[src/rtl/uart_pkg.sv]
// Shared types and defaults for the UART receive path.
package uart_pkg;

  typedef enum logic [1:0] {
    IDLE  = 2'd0,
    DATA  = 2'd1,
    STOP  = 2'd2,
    BREAK = 2'd3
  } rx_state_t;

  localparam int DATA_BITS_DEF = 8;
  localparam int TIMEOUT_DEF   = 32;

endpackage

[src/rtl/sync2.sv]
// Two-flop synchroniser for an asynchronous level input; resets to 1 so an
// idle-high line does not look active out of reset.
module sync2 (
  input  logic clk,
  input  logic rst,
  input  logic i_d,
  output logic o_q
);

  logic r_meta;
  logic r_sync;

  // Two-stage capture of the asynchronous input.
  always_ff @(posedge clk) begin
    if (rst) begin
      r_meta <= 1'b1;
      r_sync <= 1'b1;
    end else begin
      r_meta <= i_d;
      r_sync <= r_meta;
    end
  end

  assign o_q = r_sync;

endmodule

[src/rtl/uart_rx.sv]
// 8N1 UART receiver driven by a recovered mid-bit clock (sck) in the 16x clk
// domain. Holds each good byte with a valid/ack handshake, flags stop-bit
// errors and overruns, and abandons a frame if sck stalls mid-frame.
module uart_rx
  import uart_pkg::*;
#(
  parameter int DATA_BITS = DATA_BITS_DEF,
  parameter int TIMEOUT   = TIMEOUT_DEF
) (
  input  logic                 clk,
  input  logic                 rst,
  input  logic                 rx,
  input  logic                 sck,
  output logic [DATA_BITS-1:0] data,
  output logic                 data_valid,
  input  logic                 data_ack,
  output logic                 frame_err,
  output logic                 overrun
);

  localparam int BCW = $clog2(DATA_BITS + 1);
  localparam int TOW = $clog2(TIMEOUT + 1);

  rx_state_t              r_state;
  rx_state_t              w_state_nxt;
  logic                   w_rxs;
  logic                   r_sck_d;
  logic                   w_tick;
  logic                   w_timeout;
  logic                   w_load;
  logic                   w_ferr;
  logic [BCW-1:0]         r_bit_cnt;
  logic [TOW-1:0]         r_to_cnt;
  logic [DATA_BITS-1:0]   r_shift;
  logic [DATA_BITS-1:0]   r_data;
  logic                   r_data_valid;
  logic                   r_frame_err;
  logic                   r_overrun;

  sync2 u_sync_rx (
    .clk (clk),
    .rst (rst),
    .i_d (rx),
    .o_q (w_rxs)
  );

  // sck is already in the clk domain; delay it once for rising-edge detect.
  always_ff @(posedge clk) begin
    if (rst) r_sck_d <= 1'b0;
    else     r_sck_d <= sck;
  end

  assign w_tick    = sck & ~r_sck_d;
  assign w_timeout = (r_to_cnt == TOW'(TIMEOUT));

  // Frame state register.
  always_ff @(posedge clk) begin
    if (rst) r_state <= IDLE;
    else     r_state <= w_state_nxt;
  end

  // Next-state and single-cycle load / frame-error strobes.
  always_comb begin
    w_state_nxt = r_state;
    w_load      = 1'b0;
    w_ferr      = 1'b0;
    case (r_state)
      IDLE: begin
        if (w_tick && !w_rxs) w_state_nxt = DATA;
      end
      DATA: begin
        if (w_tick) begin
          if (r_bit_cnt == BCW'(DATA_BITS - 1)) w_state_nxt = STOP;
        end else if (w_timeout) begin
          w_state_nxt = IDLE;
        end
      end
      STOP: begin
        if (w_tick) begin
          if (w_rxs) begin
            w_load      = 1'b1;
            w_state_nxt = IDLE;
          end else begin
            w_ferr      = 1'b1;
            w_state_nxt = BREAK;
          end
        end else if (w_timeout) begin
          w_state_nxt = IDLE;
        end
      end
      BREAK: begin
        // Only a high sample releases the line; a held-low line is not a start.
        if (w_tick && w_rxs) w_state_nxt = IDLE;
      end
      default: w_state_nxt = IDLE;
    endcase
  end

  // Bit counter: cleared at the start bit, advanced per sampled data bit.
  always_ff @(posedge clk) begin
    if (rst) begin
      r_bit_cnt <= '0;
    end else if (r_state == IDLE && w_tick && !w_rxs) begin
      r_bit_cnt <= '0;
    end else if (r_state == DATA && w_tick) begin
      r_bit_cnt <= r_bit_cnt + BCW'(1);
    end
  end

  // Stall counter: cleared by every tick, saturates so it never wraps.
  always_ff @(posedge clk) begin
    if (rst)             r_to_cnt <= '0;
    else if (w_tick)     r_to_cnt <= '0;
    else if (!w_timeout) r_to_cnt <= r_to_cnt + TOW'(1);
  end

  // Shift register: LSB arrives first, so new bits enter at the MSB.
  always_ff @(posedge clk) begin
    if (r_state == DATA && w_tick) r_shift <= {w_rxs, r_shift[DATA_BITS-1:1]};
  end

  // Output holding register and handshake; a load takes priority over ack.
  always_ff @(posedge clk) begin
    if (rst) begin
      r_data       <= '0;
      r_data_valid <= 1'b0;
      r_frame_err  <= 1'b0;
      r_overrun    <= 1'b0;
    end else begin
      r_frame_err <= w_ferr;
      if (w_load) begin
        r_data       <= r_shift;
        r_data_valid <= 1'b1;
        if (r_data_valid && !data_ack) r_overrun <= 1'b1;
      end else if (data_ack && r_data_valid) begin
        r_data_valid <= 1'b0;
        r_overrun    <= 1'b0;
      end
    end
  end

  assign data       = r_data;
  assign data_valid = r_data_valid;
  assign frame_err  = r_frame_err;
  assign overrun    = r_overrun;

endmodule

[config.mk]
export PLATFORM = sky130hd
export DESIGN_NAME = uart_rx
export DESIGN_NICKNAME = d
export VERILOG_FILES = /design/src/rtl/uart_pkg.sv /design/src/rtl/sync2.sv /design/src/rtl/uart_rx.sv
export SDC_FILE = /design/constraint.sdc
export NUM_CORES = 1
export LEC_CHECK = 0
export ABC_AREA = 1
export BUFFER_PORTS_ARGS = -buffer_cell sky130_fd_sc_hd__buf_4
export CORE_MARGIN = 2
export CORE_UTILIZATION = 40
export DETAILED_ROUTE_END_ITERATION = 12
export PLACE_DENSITY = 0.66
export SETUP_SLACK_MARGIN = 0.4
export SYNTH_ARGS = -nofsm -noshare
export SYNTH_HDL_FRONTEND = slang
export SYNTH_SLANG_ARGS = --single-unit
[constraint.sdc]
create_clock -name clk -period 1.49 [get_ports clk]
set_input_delay 0.298 -clock clk [delete_from_list [all_inputs] [get_ports clk]]
set_output_delay 0.298 -clock clk [all_outputs]
set_load 0.05 [all_outputs]
# Yosys cells after proc, flatten, opt, wreduce, memory -nomap -nowiden
# Index checks and enable logic that the tools add are counted.
[totals]
ff_bits = 34
latchBits = 0
ramBits = 0
romBits = 0
out_inout_bits = 11
wordCells = 58
memories = 0
[classes]
add_sub_neg = 2
n_mul = 0
n_div = 0
order_cmp = 0
n_eq_ne = 9
shift = 0
mux = 16
bitwise = 4
reduce_logical = 16
[ops]
columns = ["op", "n"]
rows = [
  ["$mux 2", 7],
  ["$mux 1", 8],
  ["$pmux 2 s4", 1],
  ["$logic_and 1x1->1", 7],
  ["$add 6x1->6 const B", 1],
  ["$eq 6x6->1 const B", 1],
  ["$add 4x1->4 const B", 1],
  ["$eq 2x2->1 const B", 2],
  ["$eq 4x3->1 const B", 1],
  ["$ne 2x2->1 const B", 2],
  ["$reduce_or 2->1", 2],
  ["$ne 3x3->1 const B", 1],
  ["$not 1->1", 3],
  ["$reduce_and 3->1", 1],
  ["$reduce_or 3->1", 1],
  ["$eq 2x1->1 const B", 1],
  ["$logic_not 1->1", 2],
  ["$logic_not 2->1", 1],
  ["$ne 2x1->1 const B", 1],
  ["$reduce_and 2->1", 1],
  ["$reduce_bool 2->1", 1],
  ["$and 1x1->1", 1],
]

# Longest topological paths before layout
# Gate-level depths: netlist of the first run.
[depth]
word_depth = 6
mapped_depth = 9
depth_no_buf = 9

# By module
# A second synthesis of the first run with hierarchy kept.
[hier_totals]
hier_cells = 157
area_unflattened_um2 = 1375.1
[modules_own_cells]
columns = ["mod", "instances", "cells_per_inst", "area_per_inst_um2"]
rows = [
  ["uart_rx", 1, 150, 1316.3],
  ["sync2", 1, 7, 58.8],
]

# Least setup slack after synthesis of the first run
# No wires, ideal clock.
[synth_path]
kind = "register to register"
start = "reg r_state[0]"
end = "reg r_state[1]"
t_arrival_ns = 1.046
required_time_ns = 1.355
slack_ns = 0.308
stages_incl_launch_ff = 8
path_buffers = 0
path_cell_list = "dfxtp_1 -> nand2_1 -> nor2_4 -> nand2_2 -> nand2_2 -> nor2_4 -> nand2_1 -> a21oi_1"
[synth_via]
elab_chain_cells = 3
word_cells_on_any_way = 9
cone_classes = "6 x eq/ne; 1 x mux; 2 x reduce/logical"
[synth_lines]
columns = ["item", "line", "rtl"]
rows = [
  ["from (decl)", "uart_rx.sv:24", "rx_state_t r_state;"],
  ["from (signal assigned)", "uart_rx.sv:59", "else r_state <= w_state_nxt;"],
  ["$eq 2x1->1 (tied with other cells)", "uart_rx.sv:67", "case (r_state)"],
  ["$ne 3x3->1 (no line) or $ne 2x2->1 (tied branches)", "-", ""],
  ["$reduce_and 3->1 (no line)", "-", ""],
]
# Parallel ways exist; a longest one is shown, timed or not.
# A chain may end at the register's enable or synchronous reset.

# Worst setup path in the final report of the first run
[layout_path]
start = "reg r_sck_d"
end = "reg r_bit_cnt[3]"
[layout_via]
elab_chain_cells = 5
word_cells_on_any_way = 6
cone_classes = "2 x bitwise; 4 x reduce/logical"
[layout_lines]
columns = ["item", "line", "rtl"]
rows = [
  ["from (decl)", "uart_rx.sv:27", "logic r_sck_d;"],
  ["from (signal assigned)", "uart_rx.sv:50", "else r_sck_d <= sck;"],
  ["$not 1->1 (*)", "uart_rx.sv:53", "assign w_tick = sck & ~r_sck_d;"],
  ["$and 1x1->1 (*)", "uart_rx.sv:53", ""],
  ["$logic_and 1x1->1 (2 in a row)", "uart_rx.sv:103", "end else if (r_state == IDLE && w_tick && !w_rxs) begin"],
  ["$reduce_or 2->1 (no line)", "-", ""],
  ["to (signal assigned)", "uart_rx.sv:106", "r_bit_cnt <= r_bit_cnt + BCW'(1);"],
  ["to (decl)", "uart_rx.sv:32", "logic [BCW-1:0] r_bit_cnt;"],
]
# Every way passes the cells marked *; elsewhere a longest branch is shown, timed or not.

==> results of run 1 <==
==> final cells by class <==
class                   count  area (µm²)
repair buffers             27         278
well taps                  46        57.6
clock inverters             1        5.00
fillers                   310        1450
inverters                  22        87.6
clock buffers               7        55.1
flip-flops and latches     34         786
multi-input cells         100         647
==> what timing repair did <==
item / CTS / global route
gates cloned: 1 / 0
pin swaps: 3 / 5
resized for setup: 42 / 22
buffers inserted: 5 / 6
endpoints found under the hold margin: 0 / 0
setup endpoints to repair: 30 / 36
==> cells in the final DEF, fill, tap and decap left out, types with 3 or more instances in the layout <==
cell	netlist	routed
a21oi_1	8	7
a21oi_2	2	3
buf_4	0	14
buf_6	1	6
buf_8	0	7
clkbuf_4	0	5
dfxtp_1	26	8
dfxtp_2	0	17
edfxtp_1	8	8
inv_1	14	12
inv_2	8	8
nand2_1	14	11
nand2_2	4	5
nand2_4	1	3
nand3_1	7	6
nor2_1	28	25
nor2_2	4	5
nor2_4	2	5
o21ai_0	10	6
o21ai_1	3	4
o21ai_2	0	3
==> worst paths after layout <==
| path | from | endpoint | cells after the start |
|---|---|---|---|
| min | rx | u_sync_rx.r_meta | 2 |
| max reg2reg | r_sck_d | r_bit_cnt[3] | 6 |
| max | r_sck_d | r_bit_cnt[3] | 6 |
| min reg2reg | u_sync_rx.r_meta | u_sync_rx.o_q | 1 |
==> where the power goes <==
part | switching [µW] | leakage (µW) | internal (µW)
Combinational | 66.9 | 0.000464 | 49.4
Sequential | 13.1 | 0.000291 | 955
Clock | 296 | 0.0000353 | 228
Total | 376 | 0.000790 | 1230
==> cell families after synthesis <==
logic type      after synthesis
simple gates                 69
flops                        34
compound gates               24
buf+inv                      24
xor+xnor                      3
fa+ha+maj                     3
==> layer usage <==
| metal | wire [µm] | vias up |
|---|---|---|
| met5 | 0 | - |
| met4 | 52 | 0 |
| met3 | 126 | 6 |
| met2 | 1360 | 23 |
| met1 | 1140 | 486 |
| li1 | - | 572 |
==> registers in the layout, summed over array words and instances, names as in the netlist <==
signal / flops
data: 8
r_bit_cnt: 4
data_valid: 1
u_sync_rx.o_q: 1
r_shift: 8
r_sck_d: 1
u_sync_rx.r_meta: 1
r_state: 2
overrun: 1
r_to_cnt: 6
frame_err: 1
==> through the flow <==
stage / instance area (µm²) / worst slack [ns] / total power, µW
final: 1920 / 0.336 / 1610
after global routing: 1920 / 0.263 / 1690
after CTS: 1800 / 0.337 / 1620
after detailed placement: 1590 / 0.222 / 1080
after global placement: 1590 / 0.262 / 1070
after floorplan: 1420 / 0.331 / 1050
==> critical path, cell delays in order (launching register included) <==
cell and delay (ns):
dfxtp_4 0.38, inv_2 0.06, nand2_4 0.07, nor2_4 0.20, nand4_1 0.15, o21ai_1 0.15
a21oi_1 0.05
==> results.txt, run 1 <==
The area enclosed by the die boundary came out at a little over 4000 µm². At the worst endpoint, the arrival time is 1.39 ns. The clock insertion delay at the later pin of the skew report is roughly 0.34 ns. The fraction of synthesized cell area in xor and xnor cells is under 10%.

Hold repair after CTS inserted 0 buffers. The worst setup path is launched from a register. The met3 track demand over resource in global routing is just under 5%.

The final count of pins violating max slew is 0. Measured along the x axis, the die boundary spans 63.5 µm. Cells fill about 57% of the core in the end. The largest voltage drop on the vdd net is between 0.6 and 0.7 mV. Entering global routing, the biggest net connects 12 pins. The average cell area after synthesis came out at 9.01 µm². The routed design has approximately 2.7 mm of wire. From bottom edge to top edge, the die measures approximately 63 µm.

Summing the areas of all fa, ha and maj instances in the mapped netlist gives 2.65% of the synthesized area. The post-synthesis sequential area ratio came out at 53.8%. The critical path data required time came out at around 1.7 ns. The via count of the first global-routing pass came out at 1034.

The synthesized flop and latch total is 34. The quantity of I/O buffers inserted on ports is 15. The path class of the tightest hold or removal check is input port to register.

Setup repair after global routing could not meet its margin everywhere. Setup violations remaining at the end of the flow were counted as 0. The reported leakage power is 0.000790 µW. The largest area contributor in the netlist is dfxtp_1. The maximum fanout count along the critical path came out at 5. The number of clock buffers added by TritonCTS is 5. The net count of the mapped netlist came out at 165. The fraction of the mapped netlist area in compound gates is 9.20%.

The fraction of post-synthesis cell area in the top cell type by area came out at 36.8%. The routed layout has 1087 vias. The power density over cell area came out at between 800 and 900 nW/µm². The synthesized netlist contains 26 unique library cells. The final estimated routing congestion in global placement came out at 0.804. The cell area after synthesis is between 1000 and 1500 µm². The first global-routing pass estimated 4.45 mm of wire.

In the routed layout, each cell is associated on average with a via count of 4.59. The worst setup path is of the register to register kind. The share of cells above drive strength 1 is 49.7%.

The count of max-cap constraint violations came out at 0. The number of nets with antenna violations after routing came out at 0. By area, the combinational part of the netlist is dominated by simple AND/OR/NAND/NOR gates. For this run, asynchronously set or reset flops after synthesis account for 0%. The critical path capture point type is a register. The number of sinks driven by the clock tree came out at 34. For the pin with the worst max-slew slack, the measured transition is approximately 0.23 ns.

The fraction of the mapped netlist area in simple logic gates came out at 25.6%. The iteration-0 DRC count of the detailed router came out at 19. The sum of negative setup slack is 0 ns. The count of endpoints failing hold in the final timing report is 0. Global routing consumed, on the met2 layer, 23.7% of the routing resources. Dividing the final minimum period by the clock period gives 77.4%. The number of placed cells counting well taps came out at 217. After synthesis, the cell types taking the most area are dfxtp_1 (37%), edfxtp_1 (17%), nor2_1 (7.4%). The met1 layer usage reported by global route is 17.0%. The longest clock path from root to sink contains 2 buffers.

In the routed design, unresolved DRC markers number 0. The time the final worst path needs with I/O delays and setup came out at 1.15 ns. In this run the standard cell core region covers ~3400 µm². The register-to-register path setup slack came out at between 0.3 and 0.4 ns. The final worst clock skew came out at around 0.010 ns. Global routing finished with a remaining overflow of 0. The initial cell density of the core is 42.0%. The most used flip-flop cell after synthesis is dfxtp_1. Final hold analysis gives a worst-case slack of 0.145 ns. The number of H-tree levels is 2. The number of rows in the core area is 21. The fmax came out at 867 MHz. The gate count after technology mapping is 157. The commonest cells after synthesis are nor2_1 (28), dfxtp_1 (26), inv_1 (14), nand2_1 (14), o21ai_0 (10). The net count of the finished layout came out at 198. The flow ran to the end, and the final reports show no timing, DRC or antenna violations. The synthesis-to-layout area growth came out at 35.5%. The final routed wire length divided by cell count is roughly 11 µm.

The worst slew margin relative to its limit is between 80% and 90%. Counting flops with a built-in enable in the synthesized netlist gives 8. The number of detailed-route iterations in the first pass is 4. The buffer type at the clock tree root is clkbuf_4. The number of diodes added for antenna fixing came out at 0. The warning count from the yosys run is 0. Once detailed placement completed, the half-perimeter wirelength came to 1.74 mm. The non-filler instance count after layout is between 200 and 250. In this run the count of I/O pins placed on the die edge is 16.

After clock tree synthesis, the clock-pin slew on the worst setup and hold paths is approximately 0.10 ns. In the global route stage, overall resource usage came out at between 10% and 20%. The TritonCTS clock tree is yes. The initial antenna violation count came out at 0. The multiplexer fraction of the synthesized cell area came out at 0%.

In this run the most used layer during global routing was met2. Yosys instantiated no cell more often than nor2_1.
No activity file was read; power rests on OpenSTA's default activity.
==> inputs of run 2 (changes only) <==
--- a/config.mk
+++ b/config.mk
@@ -5,7 +5,7 @@
 export SDC_FILE = /design/constraint.sdc
 export NUM_CORES = 1
 export LEC_CHECK = 0
-export ABC_AREA = 1
+export ABC_AREA = 0
 export BUFFER_PORTS_ARGS = -buffer_cell sky130_fd_sc_hd__buf_4
 export CORE_MARGIN = 2
 export CORE_UTILIZATION = 40
==> constraint.sdc (replaced) <==
create_clock -name clk -period 1.1 [get_ports clk]
set_input_delay 0.22 -clock clk [delete_from_list [all_inputs] [get_ports clk]]
set_output_delay 0.22 -clock clk [all_outputs]
set_load 0.05 [all_outputs]
==> results.txt, run 2 <==
Result of the run: finished with violations (was finished, final reports clean). The checks that failed: negative setup slack. The combinational family with the most area after synthesis is simple AND/OR/NAND/NOR gates (unchanged).

The number of top-level pins came out at 16 (unchanged). The initial cell density of the core was 41.7% (was 42.0%). The area enclosed by the die boundary came out at 3970 µm² (was 4030 µm²). The count of vias placed by the detailed router is 1144 (was 1087). The most common cell after layout, fill and taps aside was buf_4 (was nor2_1). Highest-count cells in the layout ignoring fill and taps: buf_4 (24), a21oi_1 (16), dfxtp_2 (15) (was nor2_1 (25), dfxtp_2 (17), buf_4 (14)). The warning count from the yosys run is 0 (unchanged). The number of filler cells placed in the layout was 291 (was 310).

The most frequent cell after synthesis is dfxtp_1 (was nor2_1). The net count of the finished layout came out at 181 (was 198). The global-route usage over all layers came out at 16.2% (was 14.5%). The sum of net half-perimeters after detailed placement is 1.89 mm (was 1.74 mm). The adder and majority gate portion of the synthesized area came out at 2.70% (was 2.65%).

The async set-or-reset flop fraction in the synthesized netlist came out at 0% (unchanged). The worst endpoint data arrival time came out at 1.58 ns (was 1.39 ns). The quantity of I/O buffers inserted on ports is 15 (unchanged). The iteration-0 DRC count of the detailed router is 51 (was 19). The fraction of the mapped netlist area in simple logic gates came out at 21.5% (was 25.6%).

The startpoint of the most critical register-to-register path is r_to_cnt[1] (was r_sck_d). The net count of the mapped netlist came out at 141 (was 165). Cell types with the largest area share after synthesis: dfxtp_1 (37%), edfxtp_1 (17%), a21oi_1 (5.8%) (was dfxtp_1 (37%), edfxtp_1 (17%), nor2_1 (7.4%)). The via count of the first global-routing pass is 1119 (was 1034). The least setup slack across all paths after layout came out at -0.269 ns (was 0.336 ns). The start point of the worst hold path is rx (unchanged).

The aggregate routed wire length is 2.91 mm (was 2.68 mm). The fraction of the mapped netlist area in compound gates is 15.1% (was 9.20%). The fraction of post-synthesis cell area in the top cell type by area came out at 37.4% (was 36.8%). The length in cells of the worst reg-to-reg path came out at 5 (was 6). The reported leakage power is 0.000706 µW (was 0.000790 µW). The die span in x is 63.0 µm (was 63.5 µm). The number of diodes added for antenna fixing came out at 0 (unchanged). The gate count after technology mapping was 133 (was 157). The pin count of the biggest net entering global routing is 19 (was 12). The number of flops mapped to enable cells by yosys came out at 8 (unchanged).

The number of nets with antenna violations after routing came out at 0 (unchanged). The cell area after synthesis is 1390 µm² (was 1410 µm²). The fraction of synthesized cell area in xor and xnor cells came out at 2.52% (was 1.86%). The maximum fanout count along the critical path is 4 (was 5). The total clock buffers created by CTS is 5 (unchanged). The maximum root-to-sink buffer count is 2 (unchanged). The final worst clock skew came out at 0.0142 ns (was 0.0104 ns). The pin slew with the least headroom to its limit is 0.323 ns (was 0.232 ns). The y dimension of the die came out at 63.0 µm (was 63.5 µm).

The largest area contributor in the netlist is dfxtp_1 (unchanged). The final estimated routing congestion in global placement came out at 0.778 (was 0.804). The total design power came out at 2120 µW (was 1610 µW).

The worst slew margin relative to its limit came to 78.4% (was 84.6%). The number of detailed-route iterations in the first pass was 4 (unchanged). The kind of critical path is register to register (unchanged). The number of H-tree levels came to 2 (unchanged).

The leftover overflow at the end of global routing is 0 (unchanged). The register-to-register path setup slack came out at -0.27 ns (was 0.34 ns). The initial antenna violation count was 0 (unchanged). The number of rows in the core area came to 21 (unchanged).

The number of DRC violations after detailed routing was 0 (unchanged). The multiplexer fraction of the synthesized cell area came out at 0% (unchanged). The buffer type at the clock tree root is clkbuf_4 (unchanged). The TritonCTS clock tree is yes (unchanged).

The clock-pin slew reported for the worst setup and hold paths after clock tree synthesis came out at 0.10 ns (about the same). The critical path capture point type is a register (unchanged). The largest voltage drop on the vdd net came to 0.697 mV (was 0.622 mV). The number of instances on the worst hold path is 2 (unchanged).

The primary flip-flop cell chosen by synthesis mapping was dfxtp_1 (unchanged). The average cell area after synthesis came out at 10.5 µm² (was 9.01 µm²). The critical path data required time came out at 1.31 ns (was 1.72 ns). RSZ-0062 raised after global routing: true (unchanged). The power density over cell area is 1080 nW/µm² (was 840 nW/µm²). The nature of the critical path startpoint is a register (unchanged).

Most used standard cells in the synthesized netlist: dfxtp_1 (26), a21oi_1 (16), nand3_1 (14) (was nor2_1 (28), dfxtp_1 (26), inv_1 (14), nand2_1 (14), o21ai_0 (10)). The post-synthesis sequential area ratio is 54.7% (was 53.8%). The synthesis-to-layout area growth came out at 40.3% (was 35.5%).

The final worst-path cycle share came to 124% (was 77.4%). The hold buffer count at cts was 0 (unchanged). The count of endpoints failing hold in the final timing report came out at 0 (unchanged). The final number of setup-violating endpoints came out at 29 (was 0). The end-of-flow core utilization came out at 58.5% (was 57.0%). The fmax is 730 MHz (was 867 MHz). The area used by multi-input combinational logic came to 643 µm² (was 647 µm²).

The final routed wire length divided by cell count came out at 13.2 µm (was 11.3 µm). The worst hold-check path type was input port to register (unchanged). The clock insertion delay at the later pin of the skew report is 0.33 ns (was 0.34 ns).

The number of sinks driven by the clock tree came out at 34 (unchanged). The first-pass GRT wire length is 5.06 mm (was 4.45 mm). The worst reg2reg path endpoint was r_state[0] (was r_bit_cnt[3]). The destination of the worst hold path is u_sync_rx.r_meta (unchanged). The total core area is 3340 µm² (was 3360 µm²). The share of cells above drive strength 1 was 46.6% (was 49.7%). The count of max-cap constraint violations is 0 (unchanged). The final count of pins violating max slew is 0 (unchanged). The register area is 791 µm² (was 786 µm²). The distinct cell type count of the synthesized netlist is 36 (was 26). The routed via count divided by cell count came out at 5.20 (was 4.59). The synthesized flop and latch total came out at 34 (unchanged).

The time the final worst path needs with I/O delays and setup came out at 1.37 ns (was 1.15 ns).
run 2: area by class of cell:
type / count / area share, %
Timing Repair Buffer: 37 / 19.5
Inverter: 6 / 1.35
Sequential cell: 34 / 40.5
Tap cell: 46 / 2.95
Clock buffer: 5 / 1.92
Clock inverter: 3 / 0.833
Multi-Input combinational cell: 89 / 32.9
run 2: worst max path at each step:
stage                      from          to  slack (ns)  cells past startpoint
floorplan           r_to_cnt[1]  r_state[0]       -0.21                      5
global placement    r_to_cnt[1]  r_state[0]       -0.22                      5
detailed placement  r_to_cnt[1]  r_state[0]       -0.26                      5
CTS                 r_to_cnt[1]  r_state[0]       -0.25                      5
global route        r_to_cnt[1]  r_state[0]       -0.33                      5
finish              r_to_cnt[1]  r_state[0]       -0.27                      5
run 2: layer usage:
layer	up-vias	track usage [%]	part of all wire, %
li1	569	-	-
met1	544	20.0	45
met2	29	27.3	50
met3	2	5.41	4.4
met4	0	4.17	0.48
met5	-	0	0
run 2: repair_timing:
item	4_1_cts	5_1_grt
endpoints found under the setup margin	43	43
pin swaps	7	2
gates cloned	1	0
gates resized for setup	32	4
setup buffers	8	1
run 2: logic make-up (layout without fill, tap and decap cells):
kind of cell / count (synthesis) / in the layout
AO/OA/AOI/OAI: 36 / 36
adder cells (fa/ha/maj): 3 / 3
buffers and inverters: 11 / 51
XOR/XNOR: 4 / 4
AND/OR/NAND/NOR: 45 / 46
flip-flops: 34 / 34
run 2: power breakdown:
group          switching [µW]  leakage [µW]  internal (µW)  total [µW]
Sequential               15.3      0.000291           1280        1300
Combinational            80.1      0.000387           91.0         171
Clock                     408     0.0000286            238         646
Total                     504      0.000706           1610        2120
run 2: critical path: stages (launching register included):
cell and delay (ns):
dfxtp_2 0.34, inv_2 0.07, ha_4 0.13, or4b_4 0.50, nor2_4 0.15, a2111oi_2 0.08
run 2: per-stage QoR:
| step | setup TNS [ns] | setup WS (ns) | area [µm²] | hold slack, ns | instances |
|---|---|---|---|---|---|
| after floorplan | -1.42 | -0.212 | 1470 | 0.329 | 133 |
| after global placement | -2.04 | -0.225 | 1670 | 0.410 | 202 |
| after detailed placement | -2.81 | -0.256 | 1670 | 0.409 | 202 |
| after CTS | -2.81 | -0.246 | 1930 | 0.0772 | 219 |
| after global routing | -5.16 | -0.328 | 1950 | 0.0696 | 220 |
| final | -3.46 | -0.269 | 1950 | 0.0883 | 220 |
==> inputs of run 3 (changes only) <==
--- a/config.mk
+++ b/config.mk
@@ -11,6 +11,7 @@
 export CORE_UTILIZATION = 40
 export DETAILED_ROUTE_END_ITERATION = 12
 export PLACE_DENSITY = 0.66
+export RECOVER_POWER = 25
 export SETUP_SLACK_MARGIN = 0.4
 export SYNTH_ARGS = -nofsm -noshare
 export SYNTH_HDL_FRONTEND = slang
==> results.txt, run 3 (synthesized netlist as in run 2, its figures left out) <==
The reported leakage power is 0.000704 µW (was 0.000706 µW). The total placed instance area is 1670 µm² (unchanged). The number of instances on the worst hold path was 2 (unchanged). The maximum root-to-sink buffer count came out at 2 (unchanged). The power density over cell area is 1090 nW/µm² (was 1080 nW/µm²). The number of nets with antenna violations after routing is 0 (unchanged). The total clock buffers created by CTS is 5 (unchanged). The startpoint of the most critical register-to-register path is r_to_cnt[1] (unchanged). The quantity of I/O buffers inserted on ports is 15 (unchanged). The number of top-level pins came out at 16 (unchanged).

The final worst clock skew is 0.0144 ns (was 0.0142 ns). The clock insertion delay at the later pin of the skew report is 0.33 ns (about the same). The initial antenna violation count came out at 0 (unchanged). The count of vias placed by the detailed router came to 1135 (was 1144).

The global-route usage over all layers is 16.2% (unchanged). The number of placed cells counting well taps is 202 (unchanged). The fmax came out at 730 MHz (about the same). The final worst-path cycle share is 125% (was 124%). The worst slew margin relative to its limit is 77.8% (was 78.4%). The largest voltage drop on the vdd net came out at 0.701 mV (was 0.697 mV). The final number of setup-violating endpoints is 29 (unchanged). The least setup slack across all paths after layout is -0.270 ns (was -0.269 ns). The total core area came out at 3340 µm² (unchanged). The aggregate routed wire length came out at 2.91 mm (about the same). The count of endpoints failing hold in the final timing report is 0 (unchanged). The die span in x is 63.0 µm (unchanged). The routed via count divided by cell count is 5.16 (was 5.20).

The first-pass GRT wire length was 5.06 mm (unchanged). The net count of the finished layout came out at 181 (unchanged). The synthesis-to-layout area growth was 39.9% (was 40.3%).

The nature of the critical path startpoint is a register (unchanged). The most common cell after layout, fill and taps aside is buf_4 (unchanged). The timing startpoint of the critical path is r_to_cnt[1] (unchanged).

The TritonCTS clock tree is yes (unchanged). The worst reg2reg path endpoint is r_state[0] (unchanged). The final cell area excluding filler cells came to 1950 µm² (about the same).

The number of rows in the core area is 21 (unchanged). The sum of net half-perimeters after detailed placement came out at 1.89 mm (unchanged). The final count of pins violating max slew is 0 (unchanged).

The initial cell density of the core came out at 41.7% (unchanged). The non-filler instance count after layout was 220 (unchanged). The buffer type at the clock tree root was clkbuf_4 (unchanged). The number of H-tree levels came to 2 (unchanged). The number of DRC violations after detailed routing came out at 0 (unchanged). The capturing element of the worst setup path is r_state[0] (unchanged). Result of the run: finished with violations (unchanged). Highest-count cells in the layout ignoring fill and taps: buf_4 (24), a21oi_1 (16), dfxtp_2 (15) (unchanged). The via count of the first global-routing pass came out at 1119 (unchanged). The final routed wire length divided by cell count is 13.2 µm (about the same). The final estimated routing congestion in global placement was 0.778 (unchanged). The register-to-register path setup slack is -0.27 ns (about the same).

The worst endpoint data arrival time came to 1.58 ns (about the same). The length in cells of the worst reg-to-reg path is 5 (unchanged). The critical path capture point type was a register (unchanged).

The end-of-flow core utilization came out at 58.3% (was 58.5%). The kind of critical path is register to register (unchanged). The count of max-cap constraint violations came out at 0 (unchanged). The y dimension of the die is 63.0 µm (unchanged).

The area enclosed by the die boundary came to 3970 µm² (unchanged). The pin slew with the least headroom to its limit is 0.333 ns (was 0.323 ns). The critical path data required time came out at 1.31 ns (about the same).

RSZ-0062 raised after global routing: true (unchanged). The maximum fanout count along the critical path is 4 (unchanged). The time the final worst path needs with I/O delays and setup was 1.37 ns (about the same). The clock-pin slew reported for the worst setup and hold paths after clock tree synthesis came to 0.10 ns (about the same). The leftover overflow at the end of global routing came out at 0 (unchanged).

The pin count of the biggest net entering global routing is 19 (unchanged). Violated checks: negative setup slack (unchanged). The number of diodes added for antenna fixing is 0 (unchanged). The number of detailed-route iterations in the first pass is 4 (unchanged). The iteration-0 DRC count of the detailed router is 54 (was 51). The hold buffer count at cts came out at 0 (unchanged). The share of cells above drive strength 1 is 46.6% (unchanged). The worst hold-check path type is input port to register (unchanged). The number of sinks driven by the clock tree is 34 (unchanged).
==> run 3: cell counts in the layout (fill, tap and decap cells not counted) <==
Identical to the previous run, type by type.
==> run 3: power breakdown <==
group          switching (µW)  internal (µW)  leakage (µW)  total (µW)
logic                    79.5           89.0      0.000384         169
clock network             410            238     0.0000286         648
registers                15.2           1280      0.000291        1300
total                     505           1610      0.000704        2110
==> run 3: layout make-up <==
| cell class | count | area, µm² |
|---|---|---|
| multi-input cells | 89 | 638 |
| flip-flops and latches | 34 | 791 |
| clock inverters | 3 | 16.3 |
| inverters | 6 | 26.3 |
| fillers | 293 | 1390 |
| repair buffers | 37 | 380 |
| well taps | 46 | 57.6 |
| clock buffers | 5 | 37.5 |
==> run 3: repair_timing <==
action / 4_1_cts / 5_1_grt
gates cloned: 1 / 0
endpoints found under the setup margin: 43 / 43
hold endpoints to repair: 0 / 0
gates resized for setup: 32 / 4
pin swaps: 7 / 2
buffers inserted: 8 / 1
==> run 3: per-layer routing <==
metal | routed length (µm) | vias to the layer above | global-route usage, %
li1 | - | 569 | -
met3 | 82 | 2 | 5.41
met4 | 14 | 0 | 4.17
met5 | 0 | - | 0
met2 | 1440 | 17 | 27.3
met1 | 1380 | 547 | 20.0
==> run 3: critical path, cell delays in order (launching register included) <==
cell and delay (ns):
dfxtp_2 0.34, inv_2 0.07, ha_4 0.13, or4b_4 0.50, nor2_4 0.15, a2111oi_2 0.08
==> run 3: stage by stage <==
stage / total power, µW / setup slack, ns / hold WS, ns / TNS [ns]
after floorplan: 1420 / -0.212 / 0.329 / -1.42
after global placement: 1460 / -0.225 / 0.410 / -2.04
after detailed placement: 1460 / -0.256 / 0.409 / -2.81
after CTS: 2140 / -0.246 / 0.0772 / -2.81
after global routing: 2220 / -0.328 / 0.0651 / -5.16
final: 2110 / -0.270 / 0.0809 / -3.61
==> run 3: how the worst min path moves through the flow <==
stage          slack (ns)              from               end
3_3_place_gp         0.41  u_sync_rx.r_meta     u_sync_rx.o_q
6_report             0.08                rx  u_sync_rx.r_meta
2_1_floorplan        0.33                rx  u_sync_rx.r_meta
5_1_grt              0.07                rx  u_sync_rx.r_meta
4_1_cts              0.08                rx  u_sync_rx.r_meta
3_5_place_dp         0.41  u_sync_rx.r_meta     u_sync_rx.o_q
